`src/rtl/norm_divide.sv`:
```
// norm_divide: nine-element x/|v| normalizer on one shared restoring divider; define NORM_ROUND_EN for round-half-up results
module norm_divide #(
  parameter int DW = 10,
  parameter int FW = 8
) (
  input  logic                 clk,
  input  logic                 rst,
  input  logic                 start,
  input  logic [15:0]          magnitude,
  input  logic signed [DW-1:0] elem_a,
  input  logic signed [DW-1:0] elem_b,
  input  logic signed [DW-1:0] elem_c,
  input  logic signed [DW-1:0] elem_d,
  input  logic signed [DW-1:0] elem_e,
  input  logic signed [DW-1:0] elem_f,
  input  logic signed [DW-1:0] elem_g,
  input  logic signed [DW-1:0] elem_h,
  input  logic signed [DW-1:0] elem_i,
  output logic                 busy,
  output logic                 done,
  output logic                 dz,
  output logic signed [FW+1:0] norm_a,
  output logic signed [FW+1:0] norm_b,
  output logic signed [FW+1:0] norm_c,
  output logic signed [FW+1:0] norm_d,
  output logic signed [FW+1:0] norm_e,
  output logic signed [FW+1:0] norm_f,
  output logic signed [FW+1:0] norm_g,
  output logic signed [FW+1:0] norm_h,
  output logic signed [FW+1:0] norm_i
);
`ifdef NORM_ROUND_EN
  localparam int NIT = FW + 2;
`else
  localparam int NIT = FW + 1;
`endif
  localparam int CW = $clog2(NIT + 1);
  localparam logic [2:0] IDLE = 3'd0, LOAD = 3'd1, DIV = 3'd2, STORE = 3'd3, DONE = 3'd4;
  localparam logic [FW:0] QMAX = {1'b1, {FW{1'b0}}};
  logic [2:0] state;
  logic [3:0] k;
  logic [15:0] mag;
  logic [DW-1:0] elems [9];
  logic [FW+1:0] shadow [9];
  logic [FW+1:0] norm_q [9];
  logic sign, a0, done_q, dz_q;
  logic [16:0] r;
  logic [NIT-1:0] q;
  logic [CW-1:0] cnt;
  logic [DW-1:0] cur, abs_v;
  logic [16:0] r_sh, r_nx;
  logic ge;
  logic [FW:0] q_m, q_c;
  logic [FW+1:0] q_e, res;
  always_comb begin
    cur = elems[k];
    abs_v = cur[DW-1] ? -cur : cur;
    r_sh = {r[15:0], (cnt == CW'(NIT)) ? a0 : 1'b0};
    ge = r_sh >= {1'b0, mag};
    r_nx = ge ? r_sh - {1'b0, mag} : r_sh;
`ifdef NORM_ROUND_EN
    q_m = (FW+1)'(q[NIT-1:1]) + (FW+1)'(q[0]);
`else
    q_m = q;
`endif
    q_c = (mag == 16'd0) ? '0 : (q_m > QMAX ? QMAX : q_m);
    q_e = {1'b0, q_c};
    res = sign ? -q_e : q_e;
  end
  always_ff @(posedge clk) begin
    if (rst) begin
      state <= IDLE;
      k <= 4'd0;
      done_q <= 1'b0;
      dz_q <= 1'b0;
      for (int i = 0; i < 9; i++) begin
        norm_q[i] <= '0;
        shadow[i] <= '0;
      end
    end else begin
      done_q <= 1'b0;
      case (state)
        IDLE: if (start) begin
          mag <= magnitude;
          elems[0] <= elem_a;
          elems[1] <= elem_b;
          elems[2] <= elem_c;
          elems[3] <= elem_d;
          elems[4] <= elem_e;
          elems[5] <= elem_f;
          elems[6] <= elem_g;
          elems[7] <= elem_h;
          elems[8] <= elem_i;
          k <= 4'd0;
          state <= LOAD;
        end
        LOAD: begin
          sign <= cur[DW-1];
          a0 <= abs_v[0];
          r <= 17'(abs_v >> 1);
          q <= '0;
          cnt <= CW'(NIT);
          state <= DIV;
        end
        DIV: begin
          r <= r_nx;
          q <= {q[NIT-2:0], ge};
          cnt <= cnt - CW'(1);
          state <= (cnt == CW'(1)) ? STORE : DIV;
        end
        STORE: begin
          shadow[k] <= res;
          k <= k + 4'd1;
          state <= (k == 4'd8) ? DONE : LOAD;
        end
        DONE: begin
          norm_q <= shadow;
          dz_q <= mag == 16'd0;
          done_q <= 1'b1;
          state <= IDLE;
        end
        default: state <= IDLE;
      endcase
    end
  end
  assign busy = state != IDLE;
  assign done = done_q;
  assign dz = dz_q;
  assign norm_a = norm_q[0];
  assign norm_b = norm_q[1];
  assign norm_c = norm_q[2];
  assign norm_d = norm_q[3];
  assign norm_e = norm_q[4];
  assign norm_f = norm_q[5];
  assign norm_g = norm_q[6];
  assign norm_h = norm_q[7];
  assign norm_i = norm_q[8];
endmodule

```
`config.mk`:
```
export PLATFORM = sky130hd
export DESIGN_NAME = norm_divide
export DESIGN_NICKNAME = d
export VERILOG_FILES = /design/src/rtl/norm_divide.sv
export SDC_FILE = /design/constraint.sdc
export NUM_CORES = 1
export LEC_CHECK = 0
export BUFFER_PORTS_ARGS = -buffer_cell sky130_fd_sc_hd__buf_2
export CAP_MARGIN = 20
export CELL_PAD_IN_SITES_DETAIL_PLACEMENT = 1
export CELL_PAD_IN_SITES_GLOBAL_PLACEMENT = 2
export CORE_ASPECT_RATIO = 0.7
export CORE_MARGIN = 2
export CORE_UTILIZATION = 39
export CTS_CLUSTER_DIAMETER = 40
export CTS_CLUSTER_SIZE = 20
export DETAILED_ROUTE_END_ITERATION = 16
export PLACE_DENSITY_LB_ADDON = 0.1
export SYNTH_ARGS = -nofsm -noshare
export SYNTH_HDL_FRONTEND = slang
export SYNTH_SLANG_ARGS = --single-unit
export TNS_END_PERCENT = 20
```
`constraint.sdc`:
```
create_clock -name clk -period 10 [get_ports clk]
set_input_delay 2 -clock clk [delete_from_list [all_inputs] [get_ports clk]]
set_output_delay 2 -clock clk [all_outputs]
set_load 0.02 [all_outputs]
```
==> results of run 1 <==
synth_stat cells, drive strengths merged (5+ instances only):
master | number | area (um2)
inv | 28 | 105
nand3 | 11 | 55.1
dfxtp | 193 | 3860
o21a | 6 | 45.0
clkbuf | 53 | 203
mux4 | 16 | 379
buf | 20 | 159
nor3 | 22 | 110
mux2i | 34 | 353
a211oi | 28 | 210
or3 | 7 | 43.8
xor2 | 5 | 43.8
a21oi | 175 | 880
edfxtp | 137 | 4110
and2 | 10 | 62.6
nand2 | 336 | 1260
and3 | 11 | 68.8
o21ai | 22 | 118
nor4 | 6 | 37.5
nand4 | 5 | 31.3
a31oi | 6 | 43.8
nor2 | 81 | 307
xnor2 | 17 | 156
ha | 24 | 300
cell usage in the layout, fill, tap and decap left out, types with 13 or more instances in the layout:
cell type / synthesis / layout
a211oi_1: 28 / 28
a21oi_1: 174 / 174
nand2_1: 336 / 335
nor3_1: 22 / 21
mux2i_1: 33 / 33
edfxtp_1: 137 / 137
o21ai_0: 13 / 13
nor2_1: 80 / 79
ha_1: 24 / 24
xnor2_1: 16 / 16
inv_1: 28 / 28
dfxtp_1: 193 / 192
buf_2: 11 / 200
clkbuf_16: 0 / 41
power breakdown:
part | total (mW) | leakage (nW) | internal, mW | switching (mW)
registers | 1.47 | 2.82 | 1.45 | 0.0212
logic | 0.227 | 2.45 | 0.0861 | 0.140
clock network | 1.48 | 0.657 | 0.859 | 0.625
total | 3.18 | 5.93 | 2.39 | 0.787
kinds of logic after synthesis:
group / after synthesis / share of synthesized area
compound gates: 251 / 0.107
mux: 52 / 0.0568
simple gates: 510 / 0.161
fa+ha+maj: 25 / 0.0241
buf+inv: 101 / 0.0351
xor+xnor: 22 / 0.0151
flops: 330 / 0.601
registers in the layout, indices dropped and copies added (netlist names), named ones only:
name / flops
elems: 90
shadow: 90
mag: 16
r: 16
norm_a: 10
norm_b: 10
norm_c: 10
norm_d: 10
norm_e: 10
norm_f: 10
norm_g: 10
norm_h: 10
norm_i: 10
q: 9
cnt: 4
k: 4
state: 3
a0: 1
done: 1
dz: 1
sign: 1
per-stage QoR:
stage           util  cells  setup slack (ps)  cell area, um2
6_report       0.477   1942              6040           16000
5_1_grt        0.477   1941              5750           16000
4_1_cts        0.475   1935              5920           15900
3_5_place_dp   0.435   1863              5780           14600
3_3_place_gp   0.435   1863              5800           14600
2_1_floorplan      -   1291              3290           13300
metal layers:
| layer | share of wire | vias to the layer above | track usage |
|---|---|---|---|
| met1 | 0.50 | 4733 | 0.297 |
| met5 | 0.00030 | - | 0 |
| met3 | 0.045 | 63 | 0.0402 |
| met4 | 0.022 | 2 | 0.0646 |
| met2 | 0.44 | 180 | 0.308 |
| li1 | - | 4849 | - |
final timing paths:
check,endpoint,slack (ps)
hold / removal,norm_e[5]$_SDFFE_PP0P_,450
hold reg to reg,norm_e[5]$_SDFFE_PP0P_,450
setup / recovery,shadow[2]$_SDFFE_PP0P_,6040
setup reg to reg,shadow[2]$_SDFFE_PP0P_,6040
critical path, stage by stage, from the launching register on:
cell,delay (ps)
edfxtp_1,460
or3_1,440
or2_1,240
or4_4,430
o21ai_1,170
and3_1,550
inv_1,100
ha_1,280
nand2b_1,210
xnor2_2,670
nor2_1,110
nor3_1,200
final cells by class:
| type | count | area share |
|---|---|---|
| well taps | 435 | 0.0340 |
| diodes | 2 | 0.000313 |
| multi-input cells | 860 | 0.304 |
| flip-flops and latches | 330 | 0.499 |
| clock inverters | 29 | 0.0193 |
| repair buffers | 215 | 0.0719 |
| inverters | 28 | 0.00657 |
| clock buffers | 43 | 0.0653 |
==> summary.md, run 1 <==
| Metric | Value |
|---|---|
| Outcome | `completed` |
| Hold wc startpoint | `shadow[45]$_SDFFE_PP0P_` |
| Core area | `33500 um2` |
| Worst skew pair latency | `550 ps` |
| Reg-to-Reg Start | `q[2]$_SDFFCE_PN0P_` |
| DP HPWL | `24200 um` |
| Yosys cell types | `59` |
| Achievable Freq | `253 MHz` |
| Worst-path maximum fanout | `10` |
| Post-synth EDFFs | `137` |
| FF+latch area | `7980 um2` |
| Ports | `202` |
| Clock-pin slew on the worst setup and hold paths | `60 ps` |
| Worst slew margin | `0.330` |
| Kind of critical path | `reg -> reg` |
| Vias per inst | `5.06` |
| Antenna violations before repair | `3` |
| WL/cell | `18.7 um` |
| Via Count | `9827` |
| GPL Wtd Cong | `0.794` |
| Crit path capture type | `flop` |
| Congestion Overflow GR | `0` |
| Syn_area_per_cell | `10.3 um2` |
| Hold WC Path Type | `reg -> reg` |
| Setup crit start | `q[2]$_SDFFCE_PN0P_` |
| Critical Path RT | `10450 ps` |
| Seq cells post-synth | `330` |
| Synth Instances | `1291` |
| DIE AREA | `35600 um2` |
| Post-synth ARST share | `0` |
| Cell Area, Synth | `13300 um2` |
| Post-cts resize count | `0` |
| Starting Density | `0.396` |
| GRT Overall Usage | `0.205` |
| Arrival @ worst endpoint | `4410 ps` |
| VDD IR-drop max | `0.109 mV` |
| CTS tree | `yes` |
| Synth warn | `0` |
| Routed WL | `36300 um` |
| R2r worst-path depth | `11` |
| RSZ-0062 raised after global routing | `false` |
| Setup violators final | `0` |
| TritonCTS buffer count | `40` |
| Die H | `158 um` |
| Seq/Total Area, Yosys | `0.601` |
| Row cnt | `56` |
| Fin. Hold Viols | `0` |
| Slew Limit Fails | `0` |
| Leak Pwr | `5.93 nW` |
| DRT iter0 DRCs | `573` |
| Htree depth | `2` |
| Port Buffer Count | `201` |
| Period utilization | `0.396` |
| Hold-fix buffers at CTS | `0` |
| Overall die width | `225 um` |
| Clk_skew | `23.7 ps` |
| Global-route wire length before repair | `56300 um` |
| Footprint of the multi-input gates | `4860 um2` |
| Worst Setup Start Kind | `flop` |
| Root Buffer | `clkbuf_16` |
| P&R area growth vs syn | `20.4%` |
| Max cap viols | `0` |
| Share of cells above drive strength 1 | `0.211` |
| 1st-pass router iterations | `6` |
| Worst Hold Depth | `2` |
| FILL cells | `3742` |
| Nets | `1609` |
| Setup TNS | `0 ps` |
| Clock Tree Buf Depth | `3` |
| Hold Worst Slack | `449 ps` |
| Setup bufs post-CTS | `0` |
| Vias in the first global route | `10005` |
| Primary FF master, synth | `dfxtp_1` |
| Power Density | `199 nW/um2` |
| Least-Margin Pin Slew | `1000 ps` |
| Routed Antenna Nets | `0` |
| # clock sinks | `330` |
| Post-route total power | `3.18 mW` |
| Largest net degree at the start of global routing | `110` |
| DRC Markers | `0` |
| Net Count, Synth | `1425` |
| Post-route minimum period | `3960 ps` |
Power figures use the tool's default switching activity.
==> run 2: changes to the inputs <==
Settings changed: CORE_UTILIZATION 39 to 33.
Clock period 10 ns to 3.2 ns, I/O delays scaled along.
==> run 2 against run 1 <==
Compared with the run above:
- clock power grew to 3.5 times the previous value
- clock skew is 8.0 ps lower
- fmax is 33% higher
- register-to-register slack worse by 5800 ps
- design area is 4.0% higher
- first-iteration DRC count is 24% lower
- critical path type unchanged
- critical endpoint is now shadow[34]$_SDFFE_PP0P_
==> summary.md, run 2 (same netlist as run 1, synthesis figures left out) <==
| Metric | Value |
|---|---|
| Outcome | `completed` |
| Max incr delay on CP | `430 ps (-240 ps)` |
| Worst slew margin | `0.371 (+0.0406)` |
| Routed Antenna Nets | `0 (unchanged)` |
| Routed WL | `36700 um (+1.0%)` |
| Least-Margin Pin Slew | `944 ps (-60.9 ps)` |
| Hold-fix buffers at CTS | `0 (unchanged)` |
| DP HPWL | `25200 um (+4.1%)` |
| Port Buffer Count | `201 (unchanged)` |
| WL/cell | `17.7 um (-5.3%)` |
| Vias in the first global route | `10063 (+0.58%)` |
| Largest net degree at the start of global routing | `94 (-15%)` |
| Row cnt | `61 (+8.9%)` |
| Worst path cell trace | `or3_1 > or2_1 > or4_4 > o21ai_1 > and3_1 > inv_1 > ha_2 > nand2_1 > nand2_1 > a31oi_2 > buf_4 > a211oi_1` |
| Htree depth | `2 (unchanged)` |
| Post-route minimum period | `2990 ps (-974 ps)` |
| Most common cell after layout, fill and taps aside | `nand2_1` |
| Area after DPL | `14900 um2 (+2.5%)` |
| Post-route total power | `10.6 mW (+230%)` |
| DRT iter0 DRCs | `436 (-24%)` |
| Kind of critical path | `reg -> reg` |
| CP most frequent cell | `nand2_1` |
| Clk_skew | `15.7 ps (-8.04 ps)` |
| # clock sinks | `330 (unchanged)` |
| Worst skew pair latency | `550 ps (about the same)` |
| Root Buffer | `clkbuf_16` |
| Overall die width | `244 um (+8.6%)` |
| Hold WC Path Type | `in -> reg` |
| Max cap viols | `0 (unchanged)` |
| Top flop regs | `elems x90, shadow x90` |
| Critical Path RT | `3570 ps (-6880 ps)` |
| DIE AREA | `41900 um2 (+18%)` |
| Share of cells above drive strength 1 | `0.232 (+0.0211)` |
| Starting Density | `0.335 (-0.0619)` |
| Leak Pwr | `6.17 nW (+4.2%)` |
| P&R area growth vs syn | `25.3%` |
| GRT Overall Usage | `0.174 (-0.0303)` |
| Crit path capture type | `flop` |
| Global-route wire length before repair | `57000 um (+1.2%)` |
| Slew Limit Fails | `0 (unchanged)` |
| RSZ-0062 raised after global routing | `true` |
| Ant. Diodes | `0 (-2)` |
| Achievable Freq | `335 MHz (+33%)` |
| CTS tree | `yes` |
| Commonest non-fill, non-tap cells in the layout | `335 x nand2_1, 200 x buf_2, 192 x dfxtp_1` |
| Worst-path maximum fanout | `6 (-4)` |
| Antenna violations before repair | `0 (-3)` |
| TritonCTS buffer count | `44 (+10%)` |
| DRC Markers | `0 (unchanged)` |
| Power Density | `637 nW/um2 (+220%)` |
| Clock-pin slew on the worst setup and hold paths | `70 ps (about the same)` |
| Via Count | `9950 (+1.3%)` |
| Period utilization | `0.933 (+0.537)` |
| Critical-path top delay cell | `or4_4` |
| Arrival @ worst endpoint | `3350 ps (-1060 ps)` |
| Nets | `1634 (+1.6%)` |
| Die H | `172 um (+8.5%)` |
| Fin area | `16600 um2 (+4.0%)` |
| Congestion Overflow GR | `0 (unchanged)` |
| Fin. Hold Viols | `0 (unchanged)` |
| Clock Tree Buf Depth | `3 (unchanged)` |
| Setup violators final | `0 (unchanged)` |
| Vias per inst | `4.80 (-5.1%)` |
| 1st-pass router iterations | `4 (-2)` |
| Worst Setup Start Kind | `flop` |
| VDD IR-drop max | `0.373 mV (+240%)` |
| Ports | `202 (unchanged)` |
| GPL Wtd Cong | `0.730 (-8.0%)` |
| Core area | `39700 um2 (+18%)` |
[run 2: changes by cell type in the layout (fill, tap and decap cells not counted), moves of 3 or more]
cell / change
clkinv_2: +3
clkbuf_1: +4
inv_8: -4
clkbuf_8: +6
inv_6: -4
buf_12: +4
clkbuf_16: +5
bufinv_16: +3
buf_4: +16
clkinv_4: -3
[run 2: timing repair]
action,in CTS,in global routing
endpoints found under the setup margin,8,44
buffers inserted,0,2
resized for setup,1,14
[run 2: routing by layer]
layer  track usage  wire length [um]  up-vias
li1              -                 -     4910
met1         0.257             18400     4828
met2         0.265             16200      170
met3        0.0306              1570       42
met4        0.0398               522        0
met5             0                 0        -
[run 2: report_power, final]
| group | switching [mW] | internal [mW] | leakage (nW) | total, mW |
|---|---|---|---|---|
| logic | 0.465 | 0.309 | 2.57 | 0.775 |
| clock network | 1.93 | 3.31 | 0.778 | 5.23 |
| registers | 0.0580 | 4.53 | 2.82 | 4.58 |
[run 2: path summary, 6_finish.rpt]
path | startpoint | to | slack (ps) | depth (start not counted)
worst max register to register | q[3]$_SDFFCE_PN0P_ | shadow[34]$_SDFFE_PP0P_ | 210 | 12
worst min-delay path | elem_d[6] | elems[3][6]$_DFFE_PP_ | 260 | 1
worst min register to register | norm_f[7]$_SDFFE_PP0P_ | norm_f[7]$_SDFFE_PP0P_ | 450 | 2
worst max-delay path | q[3]$_SDFFCE_PN0P_ | shadow[34]$_SDFFE_PP0P_ | 210 | 12
[run 2: per-stage QoR]
stage	util	cells	worst slack, ps	TNS (ps)	hold slack [ps]
after floorplan	-	1291	-340	-9850	432
after global placement	0.376	1986	41.1	0	441
after detailed placement	0.376	1986	-27.3	-150	447
after CTS	0.416	2068	59.6	0	231
after global routing	0.419	2071	-17.9	-17.9	232
final	0.419	2071	214	0	264
[run 2: cell type report]
type                            instances  area, um2
Timing Repair Buffer                  236       1360
Clock inverter                         24        329
Fill cell                            4496      23100
Clock buffer                           58       1270
Sequential cell                       330       7980
Multi-Input combinational cell        860       4930
Tap cell                              535        669
Inverter                               28        105
[run 2: critical path, delay by kind of cell (launching register included)]
family / cells / cell delay (ps)
DFF: 1 / 400
buffers and inverters: 2 / 250
and+or+nand+nor: 6 / 1390
adders and majority gates: 1 / 230
AOI/OAI and AO/OA: 3 / 540
